===== config.mk =====
export PLATFORM = sky130hd
export DESIGN_NAME = mutative_dfp_arbiter
export DESIGN_NICKNAME = d
export VERILOG_FILES = /design/src/rtl/mutative_types.sv /design/src/rtl/mutative_dfp_arbiter.sv
export SDC_FILE = /design/constraint.sdc
export NUM_CORES = 1
export LEC_CHECK = 0
export ABC_AREA = 1
export CAP_MARGIN = 30
export CORE_AREA = 2 2 538 540
export DETAILED_ROUTE_END_ITERATION = 7
export DIE_AREA = 0 0 540 542
export PLACE_DENSITY = 0.3
export SKIP_LAST_GASP = 1
export SYNTH_ARGS = -nofsm -noshare
export SYNTH_HDL_FRONTEND = slang
export SYNTH_SLANG_ARGS = --single-unit

===== constraint.sdc =====
create_clock -name clk -period 2.7 [get_ports clk]
set_clock_uncertainty 0.1 [all_clocks]
set_input_delay 0.675 -clock clk [delete_from_list [all_inputs] [get_ports clk]]
set_output_delay 0.675 -clock clk [all_outputs]
set_load 0.005 [all_outputs]

===== src/rtl/mutative_types.sv =====
// Shared types and constants for the mutative cache memory-side blocks.
package mutative_types;

  // Width of one cacheline as seen on the downstream memory port.
  localparam int CACHELINE_SIZE = 256;

  // States of the downstream-port arbiter.
  typedef enum logic [1:0] {
    ARB_IDLE       = 2'd0,
    ARB_BUSY_CACHE = 2'd1,
    ARB_BUSY_FLUSH = 2'd2
  } arb_state_e;

  // Encoding of the requester that owns the downstream port.
  localparam logic OWNER_CACHE = 1'b0;
  localparam logic OWNER_FLUSH = 1'b1;

endpackage


===== src/rtl/mutative_dfp_arbiter.sv =====
// Two-way round-robin arbiter sharing the downstream memory port between the
// cache miss/eviction path and the flush writeback path. Holds one transaction
// at a time: the grant is issued combinationally in IDLE and held until the
// downstream completion pulse, which is routed back to the owner only.
module mutative_dfp_arbiter
  import mutative_types::*;
#(
  parameter int ADDR_WIDTH = 32,
  parameter int LINE_WIDTH = CACHELINE_SIZE
) (
  input  logic                  clk,
  input  logic                  rst,
  // cache requester
  input  logic [ADDR_WIDTH-1:0] cache_dfp_addr,
  input  logic                  cache_dfp_read,
  input  logic                  cache_dfp_write,
  input  logic [LINE_WIDTH-1:0] cache_dfp_wdata,
  output logic [LINE_WIDTH-1:0] cache_dfp_rdata,
  output logic                  cache_dfp_resp,
  // flush requester (write-only)
  input  logic [ADDR_WIDTH-1:0] flush_dfp_addr,
  input  logic                  flush_dfp_write,
  input  logic [LINE_WIDTH-1:0] flush_dfp_wdata,
  output logic                  flush_dfp_resp,
  // downstream memory port
  output logic [ADDR_WIDTH-1:0] dfp_addr,
  output logic                  dfp_read,
  output logic                  dfp_write,
  output logic [LINE_WIDTH-1:0] dfp_wdata,
  input  logic [LINE_WIDTH-1:0] dfp_rdata,
  input  logic                  dfp_resp,
  // status
  output logic                  arb_busy,
  output logic                  arb_owner,
  output logic                  protocol_err
);

  // Round-robin choice between two requesters: a lone requester wins,
  // on a tie the one that did not own the port last time wins.
  function automatic logic rr_pick(input logic c_req, input logic f_req,
                                   input logic last);
    if (c_req && f_req) return (last == OWNER_CACHE) ? OWNER_FLUSH : OWNER_CACHE;
    else if (f_req)     return OWNER_FLUSH;
    else                return OWNER_CACHE;
  endfunction

  arb_state_e            state_q, state_d;
  logic                  last_grant_q, last_grant_d;
  logic                  owner_q, owner_d;
  logic [LINE_WIDTH-1:0] rdata_q, rdata_d;
  logic                  protocol_err_q, protocol_err_d;

  logic cache_req, flush_req;
  logic grant_valid, grant_owner;
  logic sel_valid, sel_owner;
  logic cache_resp_c, flush_resp_c;
  logic err_event;

  assign cache_req = cache_dfp_read | cache_dfp_write;
  assign flush_req = flush_dfp_write;

  // Next-state, grant selection, response routing and protocol checks.
  always_comb begin
    // NOTE: every signal gets a default before any branch so no latch is inferred.
    state_d      = state_q;
    last_grant_d = last_grant_q;
    grant_valid  = 1'b0;
    grant_owner  = OWNER_CACHE;
    sel_valid    = 1'b0;
    sel_owner    = OWNER_CACHE;
    cache_resp_c = 1'b0;
    flush_resp_c = 1'b0;
    err_event    = 1'b0;

    case (state_q)
      ARB_IDLE: begin
        if (cache_req || flush_req) begin
          grant_valid = 1'b1;
          grant_owner = rr_pick(cache_req, flush_req, last_grant_q);
          sel_valid   = 1'b1;
          sel_owner   = grant_owner;
          state_d     = (grant_owner == OWNER_FLUSH) ? ARB_BUSY_FLUSH : ARB_BUSY_CACHE;
        end
        // A completion with nothing outstanding is dropped and flagged.
        if (dfp_resp) err_event = 1'b1;
      end
      ARB_BUSY_CACHE: begin
        sel_valid = 1'b1;
        sel_owner = OWNER_CACHE;
        if (dfp_resp) begin
          cache_resp_c = 1'b1;
          last_grant_d = OWNER_CACHE;
          state_d      = ARB_IDLE;
        end else if (!cache_req) begin
          err_event = 1'b1;
        end
      end
      ARB_BUSY_FLUSH: begin
        sel_valid = 1'b1;
        sel_owner = OWNER_FLUSH;
        if (dfp_resp) begin
          flush_resp_c = 1'b1;
          last_grant_d = OWNER_FLUSH;
          state_d      = ARB_IDLE;
        end else if (!flush_req) begin
          err_event = 1'b1;
        end
      end
      default: state_d = ARB_IDLE;
    endcase

    // Simultaneous read and write from the cache is forwarded but flagged.
    if (cache_dfp_read && cache_dfp_write) err_event = 1'b1;

    owner_d        = grant_valid ? grant_owner : owner_q;
    rdata_d        = cache_resp_c ? dfp_rdata : rdata_q;
    protocol_err_d = protocol_err_q | err_event;
  end

  // Downstream mux and requester-facing outputs; forced to reset values while rst is high.
  always_comb begin
    dfp_addr        = '0;
    dfp_read        = 1'b0;
    dfp_write       = 1'b0;
    dfp_wdata       = '0;
    cache_dfp_resp  = 1'b0;
    flush_dfp_resp  = 1'b0;
    cache_dfp_rdata = '0;
    arb_busy        = 1'b0;
    arb_owner       = OWNER_CACHE;
    protocol_err    = 1'b0;

    if (!rst) begin
      if (sel_valid) begin
        if (sel_owner == OWNER_FLUSH) begin
          dfp_addr  = flush_dfp_addr;
          dfp_write = flush_dfp_write;
          dfp_wdata = flush_dfp_wdata;
        end else begin
          dfp_addr  = cache_dfp_addr;
          dfp_read  = cache_dfp_read;
          dfp_write = cache_dfp_write;
          dfp_wdata = cache_dfp_wdata;
        end
      end
      cache_dfp_resp  = cache_resp_c;
      flush_dfp_resp  = flush_resp_c;
      cache_dfp_rdata = rdata_d;
      arb_busy        = (state_q != ARB_IDLE) | grant_valid;
      arb_owner       = owner_d;
      protocol_err    = protocol_err_q;
    end
  end

  // State, round-robin history, owner, returned read data and sticky error flag.
  always_ff @(posedge clk) begin
    // NOTE: sequential state uses non-blocking assignments so every flop samples pre-edge values.
    if (rst) begin
      state_q        <= ARB_IDLE;
      last_grant_q   <= OWNER_FLUSH;
      owner_q        <= OWNER_CACHE;
      rdata_q        <= '0;
      protocol_err_q <= 1'b0;
    end else begin
      state_q        <= state_d;
      last_grant_q   <= last_grant_d;
      owner_q        <= owner_d;
      rdata_q        <= rdata_d;
      protocol_err_q <= protocol_err_d;
    end
  end

endmodule


Word-level counts from Yosys, hierarchy flattened
Cells that the tools add are included.
Widths: inputs -> output; s select.
{"block": "word_totals", "ff_bits": 261, "input_bits": 838, "output_inout_bits": 551, "elab_cells": 70}
{"block": "classes", "eq_ne": 6, "muxes": 47, "n_bitwise": 3, "reduce_logical": 9}
{"op": "$mux 256", "n": 5}
{"op": "$mux 32", "n": 3}
{"op": "$mux 1", "n": 31}
{"op": "$mux 2", "n": 3}
{"op": "$ne 2x2->1 const B", "n": 3}
{"op": "$pmux 1 s2", "n": 3}
{"op": "$pmux 2 s2", "n": 1}
{"op": "$reduce_bool 2->1", "n": 2}
{"op": "$or 1x1->1", "n": 3}
{"op": "$pmux 1 s3", "n": 1}
{"op": "$reduce_and 3->1", "n": 1}
{"op": "$eq 2x1->1 const B", "n": 1}
{"op": "$eq 2x2->1 const B", "n": 1}
{"op": "$logic_and 1x1->1", "n": 2}
{"op": "$logic_not 2->1", "n": 1}
{"op": "$ne 2x1->1 const B", "n": 1}
{"op": "$reduce_and 2->1", "n": 1}
{"op": "$reduce_or 2->1", "n": 1}
{"op": "$logic_or 1x1->1", "n": 1}

Logic depth before layout (Yosys ltp)
{"block": "logic_depth", "depth_word": 10, "ltp_mapped": 9, "depth_no_buf": 7}

Least setup slack after synthesis
Ideal clock, no wire load.
{"block": "synth_timing", "path_kind": "input-to-output", "startpoint": "in cache_dfp_write", "endpoint": "out arb_owner", "t_arrival_ns": 1.608, "t_required_ns": 1.925, "path_slack_ns": 0.317, "cell_stages": 6, "n_path_buf": 3, "path_cell_list": "o21ai_1 -> nand3_1 -> buf_2 -> buf_4 -> buf_2 -> a21oi_1"}
{"block": "synth_between", "elab_chain_len": 9, "elab_cells_between_ends": 12, "classes_between": "9 x mux; 1 x bitwise; 2 x reduce/logical"}
{"element": "start: declaration", "line": "mutative_dfp_arbiter.sv:16", "text": "input logic cache_dfp_write,"}
{"element": "$or 1x1->1 (*)", "line": "mutative_dfp_arbiter.sv:59", "text": "assign cache_req = cache_dfp_read | cache_dfp_write;"}
{"element": "$logic_and 1x1->1", "line": "mutative_dfp_arbiter.sv:42", "text": "if (c_req && f_req) return (last == OWNER_CACHE) ? OWNER_FLUSH : OWNER_CACHE;"}
{"element": "$mux 1", "line": "mutative_dfp_arbiter.sv:42"}
{"element": "$mux 1", "line": "mutative_dfp_arbiter.sv:77", "text": "if (cache_req || flush_req) begin"}
{"element": "$mux 1", "line": "mutative_dfp_arbiter.sv:75", "text": "case (state_q)"}
{"element": "$mux 1", "line": "mutative_dfp_arbiter.sv:77"}
{"element": "$mux 1", "line": "mutative_dfp_arbiter.sv:75"}
{"element": "$mux 1 (*)", "line": "mutative_dfp_arbiter.sv:115", "text": "owner_d = grant_valid ? grant_owner : owner_q;"}
{"element": "$mux 1 (*)", "line": "mutative_dfp_arbiter.sv:133", "text": "if (!rst) begin"}
{"element": "end: declaration", "line": "mutative_dfp_arbiter.sv:34", "text": "output logic arb_owner,"}
Mark *: on every way between the ends. The rest lies on a longest branch, timed or not. The select of a mux whose other input is x is not followed.

Worst setup path in the final report
{"block": "layout_timing", "startpoint": "reg state_q[1]", "endpoint": "out dfp_wdata[101]"}
{"block": "layout_between", "elab_chain_len": 5, "elab_cells_between_ends": 9, "classes_between": "2 x eq/ne; 5 x mux; 2 x reduce/logical"}
{"element": "start: declaration", "line": "mutative_dfp_arbiter.sv:47", "text": "arb_state_e state_q, state_d;"}
{"element": "start signal: assignment", "line": "mutative_dfp_arbiter.sv:165", "text": "state_q <= state_d;"}
{"element": "$eq 2x2->1, or another cell as far along", "line": "mutative_dfp_arbiter.sv:75"}
{"element": "$pmux 1 s2 or $reduce_or 2->1 (tied branches)"}
{"element": "$mux 256 or $pmux 1 s2 (tied branches)", "line": "mutative_dfp_arbiter.sv:135, mutative_dfp_arbiter.sv:75"}
{"element": "$mux 256 (*)", "line": "mutative_dfp_arbiter.sv:134", "text": "if (sel_valid) begin"}
{"element": "$mux 256 (*)", "line": "mutative_dfp_arbiter.sv:133"}
{"element": "end: declaration", "line": "mutative_dfp_arbiter.sv:29", "text": "output logic [LINE_WIDTH-1:0] dfp_wdata,"}
Mark *: on every way between the ends. The rest lies on a longest branch, timed or not.

==> out/results.tsv <==
metric	value	unit
status	complete, but fails checks	
violations	setup timing	
gp_congestion	0.961	
synth_warnings	0	
setup_viol	549	
fill_cells	33013	
post_dp_cell_area	36600	µm²
cpPeakStageDelay	0.61	ns
r2r-end	rdata_q[104]$_DFF_P_	
holdPathStages	2	
grt_pass1_wl	247000	µm
final_antenna_net_count	0	
cts_tree	done	
register_area	5230	µm²
ios	1389	
ctsHoldBuffers	0	
hold_viol	0	
fin_util	15.4	%
finalCritPeriodShare	134	%
crit_fanout	11	
period_minus_slack	3.63	ns
rsz0062_at_grt	yes	
worstPathCellList	inv_4 > ha_4 > buf_6 > nand3_4 > buf_12 > buf_12 > buf_16 > clkbuf_16 > nand3_1 > nand2_1 > nor2_1 > clkdlybuf4s50_1	
syn_avg_cell_area	5.77	µm²
maxSlewViolCount	0	
r2r_start	state_q[1]$_SDFFE_PP0P_	
row_count	197	
totalWireLength	201000	µm
drcViolationCount	0	
hp-class	reg2reg	
num_vias	26672	
viasPerCell	3.17	
die_height	542	µm
cap_violations	0	
wire_per_inst	23.9	µm
worstPathRequired	1.92	ns
path_clk_slew	0.06	ns
r2r_setup_slack	0.45	ns
vdd_ir_drop_max	0.348	mV
worstMarginPinSlew	0.443	ns
clk_path_buf_depth	3	
path_class	reg2out	
startpoint_type	register	
synth.distinct_cells	18	
end_kind	output pin	
antenna_found_initial	125	
synth.area.top_cells	dfxtp_1 33%, nor2_1 19%, nand3_1 9.2%	
cts_buffers	35	
htree_levels	2	
maxSlewHeadroom	70.4	%
clk_root_buffer_cell	clkbuf_16	
worst_slack	-0.931	ns
ys_ff_latch	261	
p_total	24900	µW
min-delay-start	rdata_q[120]$_DFF_P_	
drt_iter0_drc	1550	
clk_latency	0.59	ns
drt-pass1-iter-count	5	
grtUsageTotal	12.4	%
crit_slowest_cell	clkdlybuf4s50_1	
syn_inst	2773	
yosysTopAreaCell	dfxtp_1	
drive_gt1_share	34.8	%
ys_seq_area_share	32.6	%
grt_max_degree	68	
hpwl	160000	µm
syn-num-nets	3615	
hold_end	rdata_q[120]$_DFF_P_	
worstPathArrival	2.86	ns
die_w	540	µm
multi_input_area	10900	µm²
grt_pass1_vias	25441	
start_util	5.58	%
coreArea	287000	µm²
design_area	44200	µm²
fmax	0.275	GHz
power.density	564	nW/µm²
reg2regPathDepth	13	
yosysTopAreaCellShare	32.6	%
dieArea	293000	µm²
tns	-339.08	ns
overflow	0	
cp_common_cell	buf_12	
area_growth	176	%
cts.sinks	261	
netlist_area	16000	µm²
fin_nets	5439	
portBuffers	1388	
leakagePower	0.0197	µW
[per-layer routing]
layer  vias up  global-route usage [%]  wire length (µm)
li1      12444                       -                 -
met5         -                       0               491
met4        74                    2.95              5610
met1     12486                    14.5             79600
met2      1378                    21.1             95200
met3       290                    5.05             20500
[critical path: cells and delay by family, from the launching register on]
family        cells  cell delay (ns)
fa+ha+maj         1             0.14
buf+inv           7             1.44
flops             1             0.35
simple gates      4             0.29
[cell usage after synthesis, drive strengths merged]
cell / number
a21oi: 294
buf: 129
clkbuf: 115
dfxtp: 261
ha: 4
inv: 302
nand2: 307
nand3: 294
nand3b: 1
nor2: 809
o21ai: 257
[flip-flops by register name (all words and copies together), names as in the netlist]
register and count:
rdata_q 256, state_q 2, last_grant_q 1, owner_q 1, protocol_err_q 1
[stage by stage]
| step | hold WS, ns | std cells | setup WS, ns |
|---|---|---|---|
| final | 0.371 | 8424 | -0.931 |
| after global routing | 0.405 | 8405 | -1.08 |
| after CTS | 0.388 | 8180 | -1.19 |
| after detailed placement | 0.377 | 7989 | -1.69 |
| after global placement | 0.376 | 7989 | -1.75 |
| after floorplan | 0.325 | 2773 | 0.317 |
[how the worst max path moves through the flow]
stage	start	to	slack, ns	cells past startpoint
3_5_place_dp	flush_dfp_write	dfp_wdata[170]	-1.69	11
2_1_floorplan	cache_dfp_write	arb_owner	0.32	6
3_3_place_gp	flush_dfp_write	dfp_wdata[170]	-1.75	11
4_1_cts	state_q[1]$_SDFFE_PP0P_	cache_dfp_rdata[246]	-1.19	9
5_1_grt	state_q[1]$_SDFFE_PP0P_	dfp_wdata[86]	-1.08	12
6_report	state_q[1]$_SDFFE_PP0P_	dfp_wdata[101]	-0.93	12
[power by group]
part           internal, µW  switching (µW)  total (µW)  leakage [µW]
clock                  2630            2090        4730      0.000538
sequential             4400             248        4650       0.00213
combinational          8090            7460       15500        0.0170
total                 15100            9800       24900        0.0197
[cells by family (layout without fill, tap and decap cells)]
logic type	count (synthesis)	count (layout)	synth area share, %
compound gates	551	551	17.2
buf+inv	546	2391	14.4
simple gates	1411	1411	35.4
flops	261	261	32.6
other cells	0	25	0
fa+ha+maj	4	4	0.313
[cells in the final DEF (no fill, tap or decap), types with 8 or more instances in the layout]
master,count
a21oi_1,225
a21oi_2,38
a21oi_4,31
buf_12,119
buf_16,51
buf_2,264
buf_4,346
buf_6,119
buf_8,47
clkbuf_1,8
clkbuf_16,69
clkbuf_2,70
clkdlybuf4s50_1,926
dfxtp_1,259
diode_2,25
dlymetal6s2s_1,39
inv_1,294
nand2_1,257
nand2_2,41
nand2_4,8
nand3_1,263
nand3_2,28
nor2_1,509
nor2_2,186
nor2_4,114
o21ai_0,177
o21ai_1,47
o21ai_2,23
o21ai_4,10
[layout make-up]
type / count / share of cell area (%)
Antenna cell: 25 / 0.142
Clock buffer: 48 / 2.21
Clock inverter: 10 / 0.269
Inverter: 302 / 2.70
Multi-Input combinational cell: 1966 / 24.7
Sequential cell: 261 / 11.8
Tap cell: 3781 / 10.7
Timing Repair Buffer: 2027 / 47.3
Timing Repair inverter: 4 / 0.198
[what timing repair did]
action / 4_1_cts / 5_1_grt
setup buffers: 99 / 199
endpoints found under the setup margin: 550 / 549
resized for setup: 922 / 1557
cloned: 38 / 45
pin swaps: 73 / 153
(Power assumes the default switching activity.)
